==> config.mk <==
export PLATFORM = sky130hd
export DESIGN_NAME = program_loader
export DESIGN_NICKNAME = d
export VERILOG_FILES = /design/src/rtl/program_loader.sv
export SDC_FILE = /design/constraint.sdc
export NUM_CORES = 1
export LEC_CHECK = 0
export ABC_AREA = 0
export CORE_MARGIN = 2
export CORE_UTILIZATION = 54
export CTS_CLUSTER_SIZE = 8
export DETAILED_ROUTE_END_ITERATION = 6
export PLACE_DENSITY = 0.79
export SLEW_MARGIN = 0
export SYNTH_ARGS = -nofsm -noshare
export SYNTH_HDL_FRONTEND = slang
export SYNTH_SLANG_ARGS = --single-unit
==> constraint.sdc <==
create_clock -name clk -period 2.45 [get_ports clk]
set_input_delay 0.735 -clock clk [delete_from_list [all_inputs] [get_ports clk]]
set_output_delay 0.735 -clock clk [all_outputs]
set_load 0.1 [all_outputs]
==> src/rtl/program_loader.sv <==
// program_loader: receives a length-prefixed, XOR-checksummed byte stream,
// assembles 12-bit instruction words, writes them to instruction memory
// from address 0 upward and pulses start after a clean load.
module program_loader #(
  parameter int reg_width = 12,
  parameter int Im_width  = 8
) (
  input  logic                 clk,
  input  logic                 reset,
  input  logic                 load_req,
  input  logic [7:0]           rx_data,
  input  logic                 rx_valid,
  output logic                 rx_ready,
  output logic [Im_width-1:0]  im_address,
  output logic [reg_width-1:0] im_data,
  output logic                 im_wren,
  output logic                 start,
  output logic                 busy,
  output logic                 done,
  output logic                 error
);

  localparam logic [3:0] S_IDLE   = 4'd0;
  localparam logic [3:0] S_CNT_LO = 4'd1;
  localparam logic [3:0] S_CNT_HI = 4'd2;
  localparam logic [3:0] S_W_LO   = 4'd3;
  localparam logic [3:0] S_W_HI   = 4'd4;
  localparam logic [3:0] S_WRITE  = 4'd5;
  localparam logic [3:0] S_CHK    = 4'd6;
  localparam logic [3:0] S_DONE   = 4'd7;
  localparam logic [3:0] S_ERR    = 4'd8;

  // Largest legal word count: the whole instruction memory.
  localparam logic [11:0] max_count = 12'(2 ** Im_width);

  logic [3:0]           state_reg;
  logic [Im_width-1:0]  counter_reg;
  logic [11:0]          count_reg;
  logic [7:0]           xor_reg;
  logic [7:0]           lo_byte_reg;
  logic [reg_width-1:0] word_reg;
  logic                 start_reg;
  logic                 done_reg;
  logic                 error_reg;

  logic                 accept;
  logic [11:0]          new_count;
  logic                 last_word;

  // count_lo was parked in the low byte of count_reg during CNT_LO.
  assign new_count = {rx_data[3:0], count_reg[7:0]};
  // The word being written is the last one when counter+1 reaches count.
  assign last_word = ((12'(counter_reg) + 12'd1) == count_reg);
  assign accept    = rx_valid && rx_ready;

  // Outputs decode directly from registered state and datapath registers.
  assign rx_ready   = (state_reg == S_CNT_LO) || (state_reg == S_CNT_HI) ||
                      (state_reg == S_W_LO)   || (state_reg == S_W_HI)   ||
                      (state_reg == S_CHK);
  assign busy       = !((state_reg == S_IDLE) || (state_reg == S_DONE) ||
                        (state_reg == S_ERR));
  assign im_wren    = (state_reg == S_WRITE);
  assign im_address = counter_reg;
  assign im_data    = word_reg;
  assign start      = start_reg;
  assign done       = done_reg;
  assign error      = error_reg;

  // Load FSM together with counter, checksum, word assembly and status flags.
  always_ff @(posedge clk) begin
    if (reset) begin
      state_reg   <= S_IDLE;
      counter_reg <= '0;
      count_reg   <= '0;
      xor_reg     <= '0;
      lo_byte_reg <= '0;
      word_reg    <= '0;
      start_reg   <= 1'b0;
      done_reg    <= 1'b0;
      error_reg   <= 1'b0;
    end else begin
      start_reg <= 1'b0;
      case (state_reg)
        S_IDLE, S_DONE, S_ERR: begin
          if (load_req) begin
            state_reg   <= S_CNT_LO;
            counter_reg <= '0;
            xor_reg     <= '0;
            done_reg    <= 1'b0;
            error_reg   <= 1'b0;
          end
        end
        S_CNT_LO: begin
          if (accept) begin
            count_reg <= {4'd0, rx_data};
            xor_reg   <= xor_reg ^ rx_data;
            state_reg <= S_CNT_HI;
          end
        end
        S_CNT_HI: begin
          if (accept) begin
            count_reg <= new_count;
            xor_reg   <= xor_reg ^ rx_data;
            if ((rx_data[7:4] != 4'd0) || (new_count == 12'd0) ||
                (new_count > max_count)) begin
              state_reg <= S_ERR;
              error_reg <= 1'b1;
            end else begin
              state_reg <= S_W_LO;
            end
          end
        end
        S_W_LO: begin
          if (accept) begin
            lo_byte_reg <= rx_data;
            xor_reg     <= xor_reg ^ rx_data;
            state_reg   <= S_W_HI;
          end
        end
        S_W_HI: begin
          if (accept) begin
            // Upper nibble of word_hi only feeds the checksum.
            word_reg  <= reg_width'({rx_data[3:0], lo_byte_reg});
            xor_reg   <= xor_reg ^ rx_data;
            state_reg <= S_WRITE;
          end
        end
        S_WRITE: begin
          // Wraps to 0 after a full-memory load; harmless since we stop here.
          counter_reg <= counter_reg + 1'b1;
          state_reg   <= last_word ? S_CHK : S_W_LO;
        end
        S_CHK: begin
          if (accept) begin
            if (rx_data == xor_reg) begin
              state_reg <= S_DONE;
              done_reg  <= 1'b1;
              start_reg <= 1'b1;
            end else begin
              state_reg <= S_ERR;
              error_reg <= 1'b1;
            end
          end
        end
        default: state_reg <= S_IDLE;
      endcase
    end
  end

endmodule

Word-level counts from Yosys, hierarchy flattened --
Index checks and enable logic that the tools add are counted.
Word-level totals: memories 0, memory bits (read-only) 0, bits in registers 55, bits in writable memories 0, latch bits 0
Operators by class: reduce and logical (&&, ||, !) cells 30, mux-type cells 27, multipliers 0, bitwise operators 4, magnitude comparators 1, shift-type cells 0, divide/modulo/power cells 0, equality and inequality tests 20, $add $sub $neg 2
Operator list (number):
- 2-to-1 mux 4 bit | 8
- one-hot mux 8 bit (2 select lines) | 2
- one-hot mux 4 bit (7 select lines) | 1
- 2-to-1 mux 12 bit | 2
- one-hot mux 12 bit (2 select lines) | 1
- equality test 4 x 3 -> 1 bit (second input constant) | 4
- 2-to-1 mux 8 bit | 2
- inequality test 2 bit (second input constant) | 7
- equality test 9 x 12 -> 1 bit | 1
- > comparator 12 x 9 -> 1 bit (second input constant) | 1
- logical NOT 12 bit | 1
- AND reduction 6 bit | 2
- adder 8 x 1 -> 9 bit (second input constant) | 1
- AND reduction 3 bit | 3
- adder 8 x 1 -> 8 bit (second input constant) | 1
- equality test 4 x 2 -> 1 bit (second input constant) | 2
- equality test 8 bit | 1
- logical OR 1 bit | 8
- 2-to-1 mux 1 bit | 8
- nonzero test 2 bit | 4
- XOR 8 bit | 1
- inequality test 2 x 1 -> 1 bit (second input constant) | 3
- AND reduction 2 bit | 3
- OR reduction 3 bit | 2
- 13 further kinds | 15

Logic depth before layout (Yosys ltp) --
word-level depth 8, gate-level depth with buffers 8, gate-level depth less buffers 7

Worst setup path before layout --
Ideal clock, no wire load.
path kind reg-to-output, start reg state_reg[2], end out rx_ready, cell stages (with the launch flop) 3, path buffers 0, path slack -0.940 ns, data arrival time 2.655 ns, cell sequence dfxtp_1 and2_1 nor3_1
On the way: word-level cells in the longest chain between the ends 5
Ends and longest elaborated chain:
- start: declaration | RTL line 36 | logic [3:0] state_reg;
- start signal: assignment | RTL line 131 | state_reg <= last_word ? S_CHK : S_W_LO;
- equality test 4 x 1 -> 1 bit or equality test 4 x 2 -> 1 bit (tied branches) | RTL line 57 | assign rx_ready = (state_reg == S_CNT_LO) || (state_reg == S_CNT_HI) ||
- logical OR 1 bit (2 in series) | RTL line 57
- logical OR 1 bit | RTL line 58 | (state_reg == S_W_LO) || (state_reg == S_W_HI) ||
- logical OR 1 bit * | RTL line 58
- end: declaration | RTL line 13 | output logic rx_ready,
Every way passes the cells marked *; elsewhere a longest branch is shown, timed or not.

Worst setup path after layout --
start reg state_reg[3], end out im_wren
On the way: word-level cells in the longest chain between the ends 1
Ends and longest elaborated chain:
- equality test 4 x 3 -> 1 bit | RTL line 62 | assign im_wren = (state_reg == S_WRITE);
- end: declaration | RTL line 16 | output logic im_wren,
Every way passes these cells.

==> results.sh <==
export IMPL_via_per_inst=5.66
export IMPL_synth_most_common_cell="dfxtp_1"
export IMPL_numPortBuffers=37
export IMPL_design_area_mm2=0.00338
export IMPL_ys_seq_area_share_pct=40.1
export IMPL_tightestPinTransition_ps=559
export IMPL_drtIter0Drc=154
export IMPL_clkLatencyLatePin_ps=310
export IMPL_synth_edf_count=0
export IMPL_initial_utilization_pct=57.0
export IMPL_diodes=0
export IMPL_core_mm2=0.00482
export IMPL_synth_top_area_cell="dfxtp_1"
export IMPL_cts_tree="done"
export IMPL_cp_arrival_ps=1500
export IMPL_peakVddDrop_mv=0.359
export IMPL_synth_async_sr_flop_share_pct=0
export IMPL_skew_ps=5.50
export IMPL_grt_max_degree=29
export IMPL_clkTransAtPathRegs_ps=100
export IMPL_cts_sinks=55
export IMPL_finalSetupViolCount=0
export IMPL_place_ws_ps=-6.35
export IMPL_wl_per_cell_um=15.0
export IMPL_cts_buffer_depth=2
export IMPL_die_x_um=75.3
export IMPL_routed_wl_mm=6.80
export IMPL_ys_ff_latch=55
export IMPL_yosysWarnings=0
export IMPL_synth_cells=339
export IMPL_outcome="finished, final reports clean"
export IMPL_startpoint_type="flip-flop"
export IMPL_gp_congestion=0.922
export IMPL_required_ps=1710
export IMPL_avgSynthCellArea_um2=8.09
export IMPL_area_delta_synth_final_pct=23.3
export IMPL_maxCapViolations=0
export IMPL_max_freq_mhz=448
export IMPL_synth_area_mm2=0.00274
export IMPL_fp_dieArea_mm2=0.00567
export IMPL_path_class="flip-flop to primary output"
export IMPL_cts_root_buffer="clkbuf_8"
export IMPL_grt_overflow_total=0
export IMPL_reg2regPathDepth=7
export IMPL_drc=0
export IMPL_fin_crit_ps=2230
export IMPL_ys_flop_type="dfxtp_1"
export IMPL_synth_cell_types=49
export IMPL_rows=25
export IMPL_postCtsSetupBuffers=0
export IMPL_power_leakage_nw=1.37
export IMPL_setup_worst_path_end="im_wren"
export IMPL_die_y_um=75.3
export IMPL_detail_route_antenna_nets=0
export IMPL_antenna_found_initial=0
export IMPL_layout_setup_ws_ps=216
export IMPL_synth_common_cells="dfxtp_1, nor2_1, a21oi_1"
export IMPL_path_max_fanout=8
export IMPL_dr_pass1_iters=4
export IMPL_worstSetupEndpointType="primary output"
export IMPL_drive_above_1_share_pct=18.2
export IMPL_finalHoldViolCount=0
export IMPL_max_slew_margin_pct=62.7
export IMPL_crit_start="state_reg[3]$_SDFFE_PP0P_"
export IMPL_syn_nets=352
export IMPL_regToRegEndpoint="state_reg[0]$_SDFFE_PP0P_"
export IMPL_cts_htree_levels=2
export IMPL_p_total_w=0.00195
export IMPL_reg2reg_slack_ps=460
export IMPL_place_area_mm2=0.00326
export IMPL_p_per_area_mw_per_mm2=575
export IMPL_drv_slew=0
export IMPL_cts_buffers=5
export IMPL_vias=2560
export IMPL_dp_hpwl_mm=4.87
export IMPL_synth_area_leaders="dfxtp_1, mux2i_1, a21oi_1, nor2_1, xnor2_1"
export IMPL_final_nets=397
export IMPL_grt_usage_pct=25.7
export IMPL_rr_startpoint="im_address[0]$_SDFFE_PP0P_"
export IMPL_first_global_vias=2393
export IMPL_synth_top_cell_area_share_pct=40.1
export IMPL_holdCritPathClass="flip-flop to flip-flop"
export IMPL_tns_ps=0
export IMPL_post_route_period_util_pct=91.2
export IMPL_grt_pass1_wl_mm=11.2
export IMPL_io_pin_count=38
export IMPL_nFillCells=400
export IMPL_rsz0062_at_grt="no"
[worst min-delay path by stage]
stage | to | cells after the start | from | slack (ps)
4_1_cts | lo_byte_reg[7]$_SDFFE_PP0P_ | 2 | lo_byte_reg[7]$_SDFFE_PP0P_ | 460
3_5_place_dp | lo_byte_reg[7]$_SDFFE_PP0P_ | 2 | lo_byte_reg[7]$_SDFFE_PP0P_ | 450
6_report | lo_byte_reg[2]$_SDFFE_PP0P_ | 2 | lo_byte_reg[2]$_SDFFE_PP0P_ | 460
3_3_place_gp | done$_SDFFE_PP0P_ | 2 | done$_SDFFE_PP0P_ | 440
5_1_grt | lo_byte_reg[7]$_SDFFE_PP0P_ | 2 | lo_byte_reg[7]$_SDFFE_PP0P_ | 490
2_1_floorplan | lo_byte_reg[0]$_SDFFE_PP0P_ | 2 | lo_byte_reg[0]$_SDFFE_PP0P_ | 440
[power by group]
part / internal (W) / leakage (nW) / total (W) / switching [W]
clock network: 0.000308 / 0.0548 / 0.000622 / 0.000313
logic: 0.000151 / 0.872 / 0.000385 / 0.000234
registers: 0.000916 / 0.446 / 0.000939 / 0.0000233
total: 0.00138 / 1.37 / 0.00195 / 0.000571
[through the flow]
step | hold WS, ps | util, % | cells
after global placement | 444 | 67.7 | 444
after floorplan | 436 | - | 339
final | 460 | 70.3 | 452
after global routing | 485 | 70.3 | 452
after CTS | 465 | 70.2 | 452
after detailed placement | 450 | 67.7 | 444
[cell families (layout without fill, tap and decap cells)]
group | Yosys count | count (layout) | synth area share [%]
and+or+nand+nor | 143 | 143 | 25.7
AOI/OAI and AO/OA | 75 | 75 | 16.0
DFF | 55 | 55 | 40.1
buffers and inverters | 26 | 72 | 4.24
muxes | 20 | 20 | 7.48
xor gates and xnor gates | 19 | 19 | 6.06
adders and majority gates | 1 | 1 | 0.456
[area by class of cell]
type                       instances  area (µm²)  share of cell area, %
clock inverter                     3        46.3                   1.37
sequential                        55        1100                   32.6
inverter                           4        15.0                  0.444
tap                               67        83.8                   2.48
multi-input combinational        258        1540                   45.6
clock buffer                       5        68.8                   2.03
timing repair buffer              60         523                   15.5
[worst max-delay path, stage by stage, from the launching register on]
cell and delay (ps):
dfxtp_1 390, nor2_1 360, nand2_1 130, inv_1 130, buf_12 180
[placed cells by master, fill, tap and decap left out, types with 2 or more instances in the layout]
cell             count
o21bai_1             2
o21ai_0             18
nor3_1               5
nor2_1              44
or3_1                4
nor4_1               4
clkdlybuf4s50_1     10
clkbuf_8             5
or4_1                2
and2_1               5
buf_12               4
xnor2_1             16
nor2b_1              2
nand4_1              6
nand2_1             32
inv_1                4
a31oi_1              2
dfxtp_2              3
xor2_1               3
a22oi_1              2
o21ai_1              2
and3_1               2
dfxtp_1             52
mux2i_1             19
buf_4               45
a21oi_1             37
nand3_1             19
nand3b_1             9
[layer usage]
metal / GRT usage [%] / vias to the layer above / share of wire [%]
met5: 0 / - / 0
met2: 42.9 / 76 / 48
li1: - / 1277 / -
met3: 4.28 / 11 / 5.6
met4: 8.77 / 0 / 1.6
met1: 33.7 / 1196 / 45
[timing repair]
item	CTS	global route
hold endpoints to repair	0	0
pin swaps	0	0
endpoints found under the setup margin	1	1
gates resized for setup	1	1
hold buffers	0	0
Note: power is estimated with default switching activity, not from simulation.
